==> src/rtl/i2c_reg_sequencer_pkg.sv <==
// Shared definitions for the I2C register-access sequencer: master-core
// register map, command/status bit positions, response codes and FSM states.
package i2c_seq_pkg;

    // Master-core register addresses
    localparam logic [2:0] REG_PRESC = 3'd0;
    localparam logic [2:0] REG_CTRL  = 3'd1;
    localparam logic [2:0] REG_TX    = 3'd2;
    localparam logic [2:0] REG_RX    = 3'd3;
    localparam logic [2:0] REG_CMD   = 3'd4;
    localparam logic [2:0] REG_STAT  = 3'd5;

    // CTRL bit
    localparam int unsigned CTRL_EN = 7;

    // CMD bits
    localparam int unsigned CMD_STA  = 7;
    localparam int unsigned CMD_STO  = 6;
    localparam int unsigned CMD_RD   = 5;
    localparam int unsigned CMD_WR   = 4;
    localparam int unsigned CMD_ACK  = 3;
    localparam int unsigned CMD_IACK = 0;

    // STAT bits
    localparam int unsigned STAT_RXACK = 7;
    localparam int unsigned STAT_AL    = 5;
    localparam int unsigned STAT_TIP   = 1;

    typedef enum logic [1:0] {
        ERR_OK      = 2'd0,
        ERR_NACK    = 2'd1,
        ERR_AL      = 2'd2,
        ERR_TIMEOUT = 2'd3
    } seq_err_e;

    typedef enum logic [3:0] {
        ST_INIT_PRE = 4'd0,
        ST_INIT_EN  = 4'd1,
        ST_IDLE     = 4'd2,
        ST_LOAD     = 4'd3,
        ST_ISSUE    = 4'd4,
        ST_WAIT     = 4'd5,
        ST_STAT     = 4'd6,
        ST_IACK     = 4'd7,
        ST_RDRX     = 4'd8,
        ST_ABORT    = 4'd9,
        ST_DONE     = 4'd10
    } seq_state_e;

    // One-hot byte with bit 'pos' set
    function automatic logic [7:0] bit_mask(input int unsigned pos);
        logic [7:0] m;
        m = '0;
        m[pos[2:0]] = 1'b1;
        return m;
    endfunction

    // CMD value for byte 'idx' of a write (rw=0) or read (rw=1) transfer.
    // Byte 3 exists only for reads: receive with NACK and stop.
    function automatic logic [7:0] byte_cmd(input logic rw, input logic [1:0] idx);
        logic [7:0] c;
        c = '0;
        case (idx)
            2'd0:    c = bit_mask(CMD_STA) | bit_mask(CMD_WR);
            2'd1:    c = bit_mask(CMD_WR);
            2'd2:    c = rw ? (bit_mask(CMD_STA) | bit_mask(CMD_WR))
                            : (bit_mask(CMD_WR) | bit_mask(CMD_STO));
            default: c = bit_mask(CMD_RD) | bit_mask(CMD_ACK) | bit_mask(CMD_STO);
        endcase
        return c;
    endfunction

endpackage

==> src/rtl/i2c_reg_sequencer_if.sv <==
// Request/response port and master-core register bus of the sequencer.
//
// Handshake: a request transfers on a rising Clk edge where Req_valid and
// Req_ready are both high. The requester holds Req_rw/Req_dev/Req_reg/
// Req_wdata stable while Req_valid is high and not yet accepted. Rsp_valid
// is a one-cycle strobe with no back-pressure; Rsp_rdata/Rsp_err are valid
// in that cycle. BusWr is a single-cycle write strobe qualified by BusAddr
// and BusDataOut; BusDataIn is the combinational read of BusAddr.
interface i2c_reg_sequencer_if #(
    parameter int DWIDTH = 8,
    parameter int AWIDTH = 3
);
    logic              Req_valid;
    logic              Req_ready;
    logic              Req_rw;
    logic [6:0]        Req_dev;
    logic [7:0]        Req_reg;
    logic [7:0]        Req_wdata;
    logic              Rsp_valid;
    logic [7:0]        Rsp_rdata;
    logic [1:0]        Rsp_err;
    logic [AWIDTH-1:0] BusAddr;
    logic [DWIDTH-1:0] BusDataOut;
    logic              BusWr;
    logic [DWIDTH-1:0] BusDataIn;
    logic              BusInt;

    // Environment side: the requester plus the I2C master core
    modport master (
        output Req_valid, Req_rw, Req_dev, Req_reg, Req_wdata,
        input  Req_ready, Rsp_valid, Rsp_rdata, Rsp_err,
        input  BusAddr, BusDataOut, BusWr,
        output BusDataIn, BusInt
    );

    // Sequencer side
    modport slave (
        input  Req_valid, Req_rw, Req_dev, Req_reg, Req_wdata,
        output Req_ready, Rsp_valid, Rsp_rdata, Rsp_err,
        output BusAddr, BusDataOut, BusWr,
        input  BusDataIn, BusInt
    );
endinterface

==> src/rtl/i2c_reg_sequencer_wdt.sv <==
// Loadable down-counter bounding the wait for the master-core interrupt.
// clr loads load_val; en counts down and stops at zero; expired flags zero.
module i2c_seq_wdt #(
    parameter int WIDTH = 16
) (
    input  logic             clk,
    input  logic             rst,
    input  logic             clr,
    input  logic             en,
    input  logic [WIDTH-1:0] load_val,
    output logic             expired
);
    logic [WIDTH-1:0] count;

    // Load on clr, otherwise count down while enabled until zero
    always_ff @(posedge clk or posedge rst) begin
        if (rst) begin
            count <= '0;
        end else if (clr) begin
            count <= load_val;
        end else if (en && (count != '0)) begin
            count <= count - WIDTH'(1);
        end
    end

    assign expired = (count == '0);
endmodule

==> src/rtl/i2c_reg_sequencer.sv <==
// Turns single register-access requests into the byte-by-byte register
// sequence of the I2C master core and reports read data plus a status code.
module i2c_reg_sequencer
    import i2c_seq_pkg::*;
#(
    parameter int          DWIDTH   = 8,
    parameter int          AWIDTH   = 3,
    parameter logic [7:0]  PRESCALE = 8'd49,
    parameter logic [15:0] TIMEOUT  = 16'd50000
) (
    input  logic                  Clk,
    input  logic                  Rst,
    i2c_reg_sequencer_if.slave    sif,
    output seq_state_e            dbg_state
);
    seq_state_e state, next_state;

    // Registered request and response
    logic       init_arm;
    logic       rw_q;
    logic [6:0] dev_q;
    logic [7:0] reg_q;
    logic [7:0] wdata_q;
    logic [7:0] rdata_q;
    seq_err_e   err_q;
    logic [1:0] bidx;

    // Combinational controls
    logic       bus_wr_c;
    logic [2:0] bus_addr_c;
    logic [7:0] bus_dout_c;
    logic       accept;
    logic       err_load;
    seq_err_e   err_d;
    logic       rdata_load;
    logic       bidx_inc;
    logic       wdt_clr;
    logic       wdt_en;
    logic       wdt_expired;

    logic [7:0] bus_din;
    logic [7:0] tx_byte;
    logic [1:0] last_idx;
    logic       is_wr_byte;

    assign bus_din    = sif.BusDataIn[7:0];
    assign last_idx   = rw_q ? 2'd3 : 2'd2;
    // Only the final byte of a read is a receive; all others expect an ACK
    assign is_wr_byte = !(rw_q && (bidx == 2'd3));

    // Data byte loaded into TX for the current byte index
    always_comb begin
        tx_byte = '0;
        case (bidx)
            2'd0:    tx_byte = {dev_q, 1'b0};
            2'd1:    tx_byte = reg_q;
            2'd2:    tx_byte = rw_q ? {dev_q, 1'b1} : wdata_q;
            default: tx_byte = '0;
        endcase
    end

    i2c_seq_wdt #(
        .WIDTH (16)
    ) u_wdt (
        .clk      (Clk),
        .rst      (Rst),
        .clr      (wdt_clr),
        .en       (wdt_en),
        .load_val (TIMEOUT),
        .expired  (wdt_expired)
    );

    // FSM state register
    always_ff @(posedge Clk or posedge Rst) begin
        if (Rst) begin
            state <= ST_INIT_PRE;
        end else begin
            state <= next_state;
        end
    end

    // Next state, bus outputs and datapath strobes
    always_comb begin
        next_state = state;
        bus_wr_c   = 1'b0;
        bus_addr_c = '0;
        bus_dout_c = '0;
        accept     = 1'b0;
        err_load   = 1'b0;
        err_d      = ERR_OK;
        rdata_load = 1'b0;
        bidx_inc   = 1'b0;
        wdt_clr    = 1'b0;
        wdt_en     = 1'b0;
        case (state)
            ST_INIT_PRE: begin
                // First cycle out of reset drives nothing, so the bus
                // outputs hold their reset values until then
                if (init_arm) begin
                    bus_wr_c   = 1'b1;
                    bus_addr_c = REG_PRESC;
                    bus_dout_c = PRESCALE;
                    next_state = ST_INIT_EN;
                end
            end
            ST_INIT_EN: begin
                bus_wr_c   = 1'b1;
                bus_addr_c = REG_CTRL;
                bus_dout_c = bit_mask(CTRL_EN);
                next_state = ST_IDLE;
            end
            ST_IDLE: begin
                if (sif.Req_valid) begin
                    accept     = 1'b1;
                    next_state = ST_LOAD;
                end
            end
            ST_LOAD: begin
                bus_wr_c   = 1'b1;
                bus_addr_c = REG_TX;
                bus_dout_c = tx_byte;
                next_state = ST_ISSUE;
            end
            ST_ISSUE: begin
                bus_wr_c   = 1'b1;
                bus_addr_c = REG_CMD;
                bus_dout_c = byte_cmd(rw_q, bidx);
                wdt_clr    = 1'b1;
                next_state = ST_WAIT;
            end
            ST_WAIT: begin
                wdt_en = 1'b1;
                if (sif.BusInt) begin
                    next_state = ST_STAT;
                end else if (wdt_expired) begin
                    err_load   = 1'b1;
                    err_d      = ERR_TIMEOUT;
                    next_state = ST_ABORT;
                end
            end
            ST_STAT: begin
                bus_addr_c = REG_STAT;
                if (bus_din[STAT_AL]) begin
                    // Bus is no longer ours: no STOP, just report
                    err_load   = 1'b1;
                    err_d      = ERR_AL;
                    next_state = ST_DONE;
                end else if (bus_din[STAT_RXACK] && is_wr_byte) begin
                    err_load   = 1'b1;
                    err_d      = ERR_NACK;
                    next_state = ST_ABORT;
                end else begin
                    next_state = ST_IACK;
                end
            end
            ST_IACK: begin
                bus_wr_c   = 1'b1;
                bus_addr_c = REG_CMD;
                bus_dout_c = bit_mask(CMD_IACK);
                if (bidx == last_idx) begin
                    next_state = rw_q ? ST_RDRX : ST_DONE;
                end else begin
                    bidx_inc   = 1'b1;
                    // The receive byte has nothing to load into TX
                    next_state = (rw_q && (bidx == 2'd2)) ? ST_ISSUE : ST_LOAD;
                end
            end
            ST_RDRX: begin
                bus_addr_c = REG_RX;
                rdata_load = 1'b1;
                next_state = ST_DONE;
            end
            ST_ABORT: begin
                bus_wr_c   = 1'b1;
                bus_addr_c = REG_CMD;
                bus_dout_c = bit_mask(CMD_STO) | bit_mask(CMD_IACK);
                next_state = ST_DONE;
            end
            ST_DONE: begin
                next_state = ST_IDLE;
            end
            default: begin
                next_state = ST_INIT_PRE;
            end
        endcase
    end

    // Request capture, byte index and response registers
    always_ff @(posedge Clk or posedge Rst) begin
        if (Rst) begin
            init_arm <= 1'b0;
            rw_q     <= 1'b0;
            dev_q    <= '0;
            reg_q    <= '0;
            wdata_q  <= '0;
            rdata_q  <= '0;
            err_q    <= ERR_OK;
            bidx     <= '0;
        end else begin
            init_arm <= 1'b1;
            if (accept) begin
                rw_q    <= sif.Req_rw;
                dev_q   <= sif.Req_dev;
                reg_q   <= sif.Req_reg;
                wdata_q <= sif.Req_wdata;
                rdata_q <= '0;
                err_q   <= ERR_OK;
                bidx    <= '0;
            end else begin
                if (bidx_inc) begin
                    bidx <= bidx + 2'd1;
                end
                if (err_load) begin
                    err_q <= err_d;
                end
                if (rdata_load) begin
                    rdata_q <= bus_din;
                end
            end
        end
    end

    assign sif.Req_ready  = (state == ST_IDLE);
    assign sif.Rsp_valid  = (state == ST_DONE);
    assign sif.Rsp_rdata  = rdata_q;
    assign sif.Rsp_err    = err_q;
    assign sif.BusWr      = bus_wr_c;
    assign sif.BusAddr    = AWIDTH'(bus_addr_c);
    assign sif.BusDataOut = DWIDTH'(bus_dout_c);
    assign dbg_state      = state;
endmodule

==> src/flat_wrapper.sv <==
// flat-port wrapper written by rule: the top's interface ports become plain ports
module i2c_reg_sequencer_flat import i2c_seq_pkg::*;
#(
    parameter int          DWIDTH   = 8,
    parameter int          AWIDTH   = 3,
    parameter logic [7:0]  PRESCALE = 8'd49,
    parameter logic [15:0] TIMEOUT  = 16'd50000
)
  (Clk, Rst, dbg_state, sif_Req_valid, sif_Req_rw, sif_Req_dev, sif_Req_reg, sif_Req_wdata, sif_Req_ready, sif_Rsp_valid, sif_Rsp_rdata, sif_Rsp_err, sif_BusAddr, sif_BusDataOut, sif_BusWr, sif_BusDataIn, sif_BusInt);
  i2c_reg_sequencer_if #(.DWIDTH(DWIDTH), .AWIDTH(AWIDTH)) sif_i ();
  input  logic Clk;
  input  logic Rst;
  output seq_state_e dbg_state;
  input wire logic [$bits(sif_i.Req_valid)-1:0] sif_Req_valid;
  input wire logic [$bits(sif_i.Req_rw)-1:0] sif_Req_rw;
  input wire logic [$bits(sif_i.Req_dev)-1:0] sif_Req_dev;
  input wire logic [$bits(sif_i.Req_reg)-1:0] sif_Req_reg;
  input wire logic [$bits(sif_i.Req_wdata)-1:0] sif_Req_wdata;
  output wire logic [$bits(sif_i.Req_ready)-1:0] sif_Req_ready;
  output wire logic [$bits(sif_i.Rsp_valid)-1:0] sif_Rsp_valid;
  output wire logic [$bits(sif_i.Rsp_rdata)-1:0] sif_Rsp_rdata;
  output wire logic [$bits(sif_i.Rsp_err)-1:0] sif_Rsp_err;
  output wire logic [$bits(sif_i.BusAddr)-1:0] sif_BusAddr;
  output wire logic [$bits(sif_i.BusDataOut)-1:0] sif_BusDataOut;
  output wire logic [$bits(sif_i.BusWr)-1:0] sif_BusWr;
  input wire logic [$bits(sif_i.BusDataIn)-1:0] sif_BusDataIn;
  input wire logic [$bits(sif_i.BusInt)-1:0] sif_BusInt;
  assign sif_i.Req_valid = sif_Req_valid;
  assign sif_i.Req_rw = sif_Req_rw;
  assign sif_i.Req_dev = sif_Req_dev;
  assign sif_i.Req_reg = sif_Req_reg;
  assign sif_i.Req_wdata = sif_Req_wdata;
  assign sif_Req_ready = sif_i.Req_ready;
  assign sif_Rsp_valid = sif_i.Rsp_valid;
  assign sif_Rsp_rdata = sif_i.Rsp_rdata;
  assign sif_Rsp_err = sif_i.Rsp_err;
  assign sif_BusAddr = sif_i.BusAddr;
  assign sif_BusDataOut = sif_i.BusDataOut;
  assign sif_BusWr = sif_i.BusWr;
  assign sif_i.BusDataIn = sif_BusDataIn;
  assign sif_i.BusInt = sif_BusInt;
  i2c_reg_sequencer #(.DWIDTH(DWIDTH), .AWIDTH(AWIDTH), .PRESCALE(PRESCALE), .TIMEOUT(TIMEOUT)) u_core (.Clk(Clk), .Rst(Rst), .sif(sif_i), .dbg_state(dbg_state));
endmodule
==> config.mk <==
export PLATFORM = sky130hd
export DESIGN_NAME = i2c_reg_sequencer_flat
export DESIGN_NICKNAME = d
export VERILOG_FILES = /design/src/rtl/i2c_reg_sequencer_pkg.sv /design/src/rtl/i2c_reg_sequencer_if.sv /design/src/rtl/i2c_reg_sequencer_wdt.sv /design/src/rtl/i2c_reg_sequencer.sv /design/src/flat_wrapper.sv
export SDC_FILE = /design/constraint.sdc
export NUM_CORES = 1
export LEC_CHECK = 0
export BUFFER_PORTS_ARGS = -buffer_cell sky130_fd_sc_hd__buf_2
export CAP_MARGIN = 0
export CORE_MARGIN = 2
export CORE_UTILIZATION = 35
export CTS_BUF_LIST = sky130_fd_sc_hd__clkbuf_2
export CTS_CLUSTER_DIAMETER = 120
export CTS_CLUSTER_SIZE = 25
export DETAILED_ROUTE_END_ITERATION = 6
export HOLD_SLACK_MARGIN = 0.12
export SETUP_SLACK_MARGIN = 0.3
export SKIP_CTS_REPAIR_TIMING = 1
export SLEW_MARGIN = 5
export SYNTH_ARGS = -nofsm -noshare
export SYNTH_HDL_FRONTEND = slang
export SYNTH_SLANG_ARGS = --single-unit
==> constraint.sdc <==
create_clock -name Clk -period 3 [get_ports Clk]
set_input_delay 0.45 -clock Clk [delete_from_list [all_inputs] [get_ports Clk]]
set_output_delay 0.45 -clock Clk [all_outputs]
set_load 0.05 [all_outputs]
==> results.py, run 1 <==
metrics = {
    "timing": {
        "max_freq_mhz": 380,
        "setup_repair_after_global_routing_missed_its_margin": "true",
        "final_max_slew_viol_count": 0,
        "period_minus_slack_ps": 2630,
        "post-route-period-util_pct": 87.7,
        "skew_ps": 22.1,
        "totalNegativeSetupSlack_ps": 0,
        "finalHoldViolCount": 0,
        "timing.slew.headroom_pct": 46.9,
        "setup_viol_count_final": 0,
        "tightest_slew_ps": 789,
        "hold_ws_ps": 132,
    },
    "clock_network": {
        "clock_insertion_delay_worst_skew_ps": 510,
        "tritoncts_num_sinks": 57,
        "cts_tree": "done",
        "cts_buffers": 9,
        "clock_tree_root_driver_cell": "sky130_fd_sc_hd__clkbuf_2",
        "htree_levels": 3,
        "path_clk_slew_ps": 170,
        "cts_max_path_buffers": 2,
    },
    "critical_path": {
        "path_delay_family": "flip-flops",
        "endpoint_kind": "primary output",
        "timing.setup.critical_path_class": "reg2out",
        "worstPathRequired_ps": 2550,
        "slowest_cell_on_the_critical_path": "sky130_fd_sc_hd__dfrtp_2",
        "worstPathBufferInverterCount": 2,
        "crit_path_max_incr_delay_ps": 510,
        "crit_chain": "ha_2 > nor2_1 > nand3_2 > buf_4 > o211ai_1 > buf_4",
        "worstPathMaxFanout": 8,
        "crit_path_start_kind": "flop",
        "timing.critical_path.mode_cell": "sky130_fd_sc_hd__buf_4",
        "cp_data_arrival_time_ps": 2180,
    },
    "layout": {
        "nFillCells": 870,
        "post-route-util_pct": 47.3,
        "final-seq-area_um2": 1430,
        "final_layout_size_suffix_gt1_share_pct": 28.1,
        "multi_input_comb_area_um2": 1780,
        "area_delta_synth_final_pct": 29.9,
        "final_common_cell": "sky130_fd_sc_hd__nand2_1",
        "non_filler_cells_final": 577,
        "antenna-diode-count": 0,
        "design.final.nets": 507,
        "layout_common_cells": "109 x sky130_fd_sc_hd__nand2_1, 56 x sky130_fd_sc_hd__buf_2, 53 x sky130_fd_sc_hd__dfrtp_1",
    },
    "floorplanning": {
        "core-area_um2": 8810,
        "die-height_um": 99.7,
        "die_w_um": 99.7,
        "initial_utilization_pct": 36.4,
        "placement_rows": 34,
        "design.portCount": 64,
        "die_area_um2": 9940,
    },
    "place": {
        "finalWeightedCongestion": 0.866,
        "numPlacedInstances": 534,
        "dp.final_hpwl_mm": 5.88,
        "buffer_ports.inserted": 63,
    },
    "route": {
        "remaining_drc_errors": 0,
        "final_antenna_net_count": 0,
        "avgViaCountPerCell": 5.37,
        "wirelength_mm": 8.74,
        "vias": 3101,
        "routed_wire_length_per_instance_um": 15.1,
        "dr.pass1.iters": 7,
        "first_iter_violations": 141,
    },
    "synth": {
        "mappedNetlistNets": 416,
        "yosys_warnings": 0,
        "synthFlopType": "sky130_fd_sc_hd__dfrtp_1",
        "synth.ff_latch_count": 57,
        "avgSynthCellArea_um2": 8.59,
        "synth_edf_count": 0,
        "async_reset_ff_share_pct": 100,
        "synth_sequential_area_ratio_pct": 44.5,
        "mappedNetlistArea_um2": 3200,
        "postSynthCellCount": 373,
        "synth_cell_types": 54,
    },
    "global_route": {
        "grt_use_total_pct": 17.4,
        "grt_first_pass_wirelength_mm": 13.9,
        "pin_count_of_the_biggest_net_entering_global_routing": 35,
        "grt_antenna_before_repair": 0,
        "grt-ovfl-total": 0,
        "grt_pass1_vias": 2782,
    },
    "flow_run": {
        "max_cap_violations": 0,
    },
    "power": {
        "finalPower_mw": 4.62,
        "p_leak_nw": 1.94,
        "power_density_nw_per_um2": 1110,
        "vdd_drop_max_uv": 501,
    },
    "hold_path": {
        "timing.hold.worst.class": "in2reg",
    },
    "run_status": {
        "outcome": "finished clean",
    },
}
report_power, final:
group          internal, mW  total, mW  switching (mW)
logic                 0.963       2.72            1.75
registers              1.10       1.40           0.304
clock network         0.190      0.503           0.313
worst paths after layout:
path                                              startpoint                                 end  slack (ps)  depth (start not counted)
max in group asynchronous                                Rst             u_core.rw_q$_DFFE_PP0P_        1860                          4
setup reg to reg           u_core.u_wdt.count[0]$_DFFE_PP0P_     u_core.dbg_state[2]$_DFFE_PP0P_         740                          6
hold reg to reg                  u_core.reg_q[0]$_DFFE_PP0P_         u_core.reg_q[0]$_DFFE_PP0P_         500                          2
setup / recovery                  u_core.bidx[1]$_DFFE_PP0P_                   sif_BusDataOut[5]         370                          6
hold / removal                              sif_Req_wdata[0]       u_core.wdata_q[0]$_DFFE_PP0P_         130                          3
min in group asynchronous                                Rst  u_core.u_wdt.count[12]$_DFFE_PP0P_         530                          3
stage by stage:
stage | setup WS, ps | instance area, µm²
3_5_place_dp | 586 | 3680
6_report | 369 | 4160
3_3_place_gp | 604 | 3680
4_1_cts | 15.5 | 3800
2_1_floorplan | 65.8 | 3230
5_1_grt | 226 | 4160
worst min-delay path, delay by kind of cell:
family / cells / cell delay (ps)
buf+inv: 1 / 80
simple gates: 2 / 90
sequential cells by signal (all words and copies together) (netlist names):
| register | cells |
|---|---|
| u_core.sif.Rsp_rdata | 8 |
| u_core.bidx | 2 |
| u_core.reg_q | 8 |
| u_core.rw_q | 1 |
| u_core.init_arm | 1 |
| u_core.u_wdt.count | 16 |
| u_core.dev_q | 7 |
| u_core.dbg_state | 4 |
| u_core.sif.Rsp_err | 2 |
| u_core.wdata_q | 8 |
metal layers:
layer / up-vias / part of all wire [%] / global-route usage, %
li1: 1515 / - / -
met1: 1487 / 48 / 24.7
met2: 84 / 46 / 25.9
met3: 15 / 4.3 / 3.94
met4: 0 / 1.7 / 6.85
met5: - / 0 / 0
logic make-up after synthesis:
logic type / synth area share (%)
xor+xnor: 0.273
compound gates: 15.6
mux: 3.55
simple gates: 29.8
other cells: 0.117
buf+inv: 3.40
fa+ha+maj: 2.73
flops: 44.5
synth_stat cells, drive strengths merged (4+ instances only):
library cell	number	share of area, %
mux2i	8	2.5
nand3	7	1.1
nor4	7	2.0
nor2	20	2.3
nand2b	4	0.78
buf	10	1.4
o21ai	14	2.2
clkbuf	9	1.1
nor3	7	1.1
and3	6	1.2
dfrtp	57	45
ha	7	2.7
nor2b	4	0.78
a31oi	6	1.2
nand2	109	13
a21oi	24	3.7
inv	8	0.94
a222oi	7	2.2
area by class of cell:
cell class | count | area share [%]
multi-input cells | 289 | 42.7
flip-flops and latches | 57 | 34.4
repair buffers | 99 | 16.1
well taps | 108 | 3.25
clock inverters | 7 | 1.71
clock buffers | 9 | 1.08
inverters | 8 | 0.721
(Power assumes the default switching activity.)
==> run 2, diff against run 1 <==
- ABC_AREA: not set -> 1
- BUFFER_PORTS_ARGS: -buffer_cell sky130_fd_sc_hd__buf_2 -> not set
- DONT_BUFFER_PORTS: not set -> 1
==> run 2 against run 1 <==
Compared with the run above:
- clock-buffer cell count did not move
- synthesized cell count rose by 23%
- cell area fell by 2.8%
- clock skew rose by 6.5 ps
- setup slack improved by 39 ps
- critical path depth rose by 1
- global-route usage rose by 0.37 points
- sequential power rose by 11%
- synthesized area rose by 2.3%
- largest power group unchanged
==> results.py, run 2 <==
metrics = {
    "timing": {
        "tightest_slew_ps": 733,
        "setup_repair_after_global_routing_missed_its_margin": "true",
        "post-route-period-util_pct": 86.4,
        "max_freq_mhz": 386,
        "finalHoldViolCount": 0,
        "setup_viol_count_final": 0,
        "final_max_slew_viol_count": 0,
        "totalNegativeSetupSlack_ps": 0,
        "period_minus_slack_ps": 2590,
        "timing.slew.headroom_pct": 51.1,
        "skew_ps": 28.5,
    },
    "synth": {
        "postSynthCellCount": 459,
        "yosys-top-cells-count": "173 x sky130_fd_sc_hd__nand2_1, 57 x sky130_fd_sc_hd__dfrtp_1, 45 x sky130_fd_sc_hd__inv_1",
        "synth.most_common_cell": "sky130_fd_sc_hd__nand2_1",
        "mappedNetlistNets": 502,
        "yosysTopAreaCellShare_pct": 43.5,
        "ys_top_cells_by_area": "sky130_fd_sc_hd__dfrtp_1 44%, sky130_fd_sc_hd__nand2_1 20%, sky130_fd_sc_hd__nand3_1 6.0%",
        "synth_sequential_area_ratio_pct": 43.5,
        "synthFlopType": "sky130_fd_sc_hd__dfrtp_1",
        "avgSynthCellArea_um2": 7.14,
        "async_reset_ff_share_pct": 100,
        "yosys_warnings": 0,
        "synth_edf_count": 0,
        "synth_cell_types": 31,
        "synthDominantAreaCellType": "sky130_fd_sc_hd__dfrtp_1",
        "mappedNetlistArea_um2": 3280,
        "synth.ff_latch_count": 57,
    },
    "global_route": {
        "grt_pass1_vias": 3104,
        "grt-ovfl-total": 0,
        "grt_use_total_pct": 17.8,
        "grt_first_pass_wirelength_mm": 14.3,
        "groute.layer.met2.usage_pct": 29.5,
        "grtUsageMet1_pct": 22.2,
        "grt_most_used_layer": "met2",
        "groute.layer.met3.usage_pct": 3.47,
        "grt_antenna_before_repair": 0,
        "pin_count_of_the_biggest_net_entering_global_routing": 58,
    },
    "critical_path": {
        "crit_chain": "buf_4 > inv_1 > nand2_1 > nor2_1 > inv_1 > nand4_1 > buf_4",
        "endpoint_kind": "primary output",
        "worst-r2r-cell-count": 10,
        "crit_path_start_kind": "flop",
        "r2r_slack_ps": 900,
        "crit_path_max_incr_delay_ps": 470,
        "worstPathRequired_ps": 2550,
        "timing.setup.critical_path_class": "reg2out",
        "cp_data_arrival_time_ps": 2140,
        "worstPathMaxFanout": 7,
        "slowest_cell_on_the_critical_path": "sky130_fd_sc_hd__dfrtp_1",
    },
    "floorplanning": {
        "die_area_um2": 10200,
        "die-height_um": 101,
        "core-area_um2": 9150,
        "initial_utilization_pct": 35.8,
        "placement_rows": 35,
        "die_w_um": 101,
        "design.portCount": 64,
    },
    "clock_network": {
        "clock_tree_root_driver_cell": "sky130_fd_sc_hd__clkbuf_2",
        "clock_insertion_delay_worst_skew_ps": 510,
        "cts_max_path_buffers": 2,
        "tritoncts_num_sinks": 57,
        "htree_levels": 3,
        "path_clk_slew_ps": 170,
        "cts_buffers": 9,
        "cts_tree": "done",
    },
    "power": {
        "finalPower_mw": 4.78,
        "vdd_drop_max_uv": 600,
        "power_density_nw_per_um2": 1180,
        "p_leak_nw": 2.11,
    },
    "route": {
        "final_antenna_net_count": 0,
        "routed_wire_length_per_instance_um": 13.7,
        "avgViaCountPerCell": 5.01,
        "vias": 3160,
        "first_iter_violations": 200,
        "remaining_drc_errors": 0,
        "wirelength_mm": 8.65,
        "dr.pass1.iters": 5,
    },
    "layout": {
        "area_delta_synth_final_pct": 23.5,
        "final_common_cell": "sky130_fd_sc_hd__nand2_1",
        "final_layout_size_suffix_gt1_share_pct": 13.5,
        "largest-register": "u_core.u_wdt.count",
        "design.final.nets": 558,
        "antenna-diode-count": 0,
        "post-route-util_pct": 44.2,
        "largest_register_ff_count": 16,
        "layout_common_cells": "170 x sky130_fd_sc_hd__nand2_1, 56 x sky130_fd_sc_hd__dfrtp_1, 43 x sky130_fd_sc_hd__inv_1",
        "finish.instance_area_um2": 4050,
    },
    "place": {
        "detailed_place.area_um2": 3480,
        "finalWeightedCongestion": 0.925,
        "buffer_ports.inserted": 0,
        "dp.final_hpwl_mm": 5.96,
    },
    "run_status": {
        "outcome": "finished clean",
    },
    "flow_run": {
        "max_cap_violations": 0,
    },
    "hold_path": {
        "timing.hold.worst.class": "in2reg",
        "min_delay_path_depth": 2,
    },
}
[run 2: changes by cell type after synthesis, moves of 6 or more]
cell / change
sky130_fd_sc_hd__nand4_1: +6
sky130_fd_sc_hd__clkbuf_1: -6
sky130_fd_sc_hd__o21ai_0: +11
sky130_fd_sc_hd__a21oi_1: -15
sky130_fd_sc_hd__a31oi_1: -6
sky130_fd_sc_hd__a222oi_1: -7
sky130_fd_sc_hd__nand3_1: +32
sky130_fd_sc_hd__nor2_1: +21
sky130_fd_sc_hd__inv_1: +37
sky130_fd_sc_hd__nand2_1: +64
sky130_fd_sc_hd__mux2i_1: -8
[run 2: worst max-delay path, delay by kind of cell (launching register included)]
| kind | cells | cell delay [ps] |
|---|---|---|
| buffers and inverters | 4 | 660 |
| AND/OR/NAND/NOR | 3 | 540 |
| flip-flops | 1 | 470 |
[run 2: cell families (layout without fill, tap and decap cells)]
| family | count (synthesis) | after routing | synth area share (%) |
|---|---|---|---|
| flops | 57 | 57 | 43.5 |
| xor+xnor | 1 | 1 | 0.267 |
| other cells | 1 | 1 | 0.114 |
| buf+inv | 60 | 121 | 7.79 |
| fa+ha+maj | 7 | 7 | 2.67 |
| simple gates | 278 | 278 | 35.6 |
| compound gates | 55 | 55 | 10.0 |
[run 2: final timing paths]
path	to	from
worst max-delay path	sif_BusAddr[2]	u_core.dbg_state[0]$_DFFE_PP0P_
worst min-delay path	u_core.sif.Rsp_rdata[5]$_DFFE_PP0P_	sif_BusDataIn[5]
worst max register to register	u_core.dev_q[4]$_DFFE_PP0P_	u_core.dbg_state[0]$_DFFE_PP0P_
worst min register to register	u_core.wdata_q[4]$_DFFE_PP0P_	u_core.wdata_q[4]$_DFFE_PP0P_
max in group asynchronous	u_core.bidx[1]$_DFFE_PP0P_	Rst
min in group asynchronous	u_core.u_wdt.count[13]$_DFFE_PP0P_	Rst
[run 2: metal layers]
metal  wire length (µm)  vias up  part of all wire (%)
met5                  0        -                     0
met4                188        0                   2.2
met3                412       19                   4.8
met2               4210       78                    49
met1               3840     1484                    44
li1                   -     1579                     -
[run 2: area by class of cell]
cell class | instances | area, µm²
sequential | 57 | 1430
tap | 111 | 139
fill | 914 | 5100
timing repair buffer | 56 | 503
clock buffer | 9 | 45.0
inverter | 49 | 184
clock inverter | 7 | 93.8
multi-input combinational | 342 | 1660
[run 2: report_power, final]
group	total (mW)	switching [mW]	internal (mW)
clock	0.588	0.313	0.275
combinational	2.63	1.81	0.825
sequential	1.56	0.472	1.09
total	4.78	2.59	2.19
[run 2: metrics by stage]
stage	worst slack [ps]	hold WS, ps	instances
2_1_floorplan	372	444	459
3_3_place_gp	705	460	577
3_5_place_dp	693	460	577
4_1_cts	82.0	-11.7	593
5_1_grt	287	162	631
6_report	408	159	631
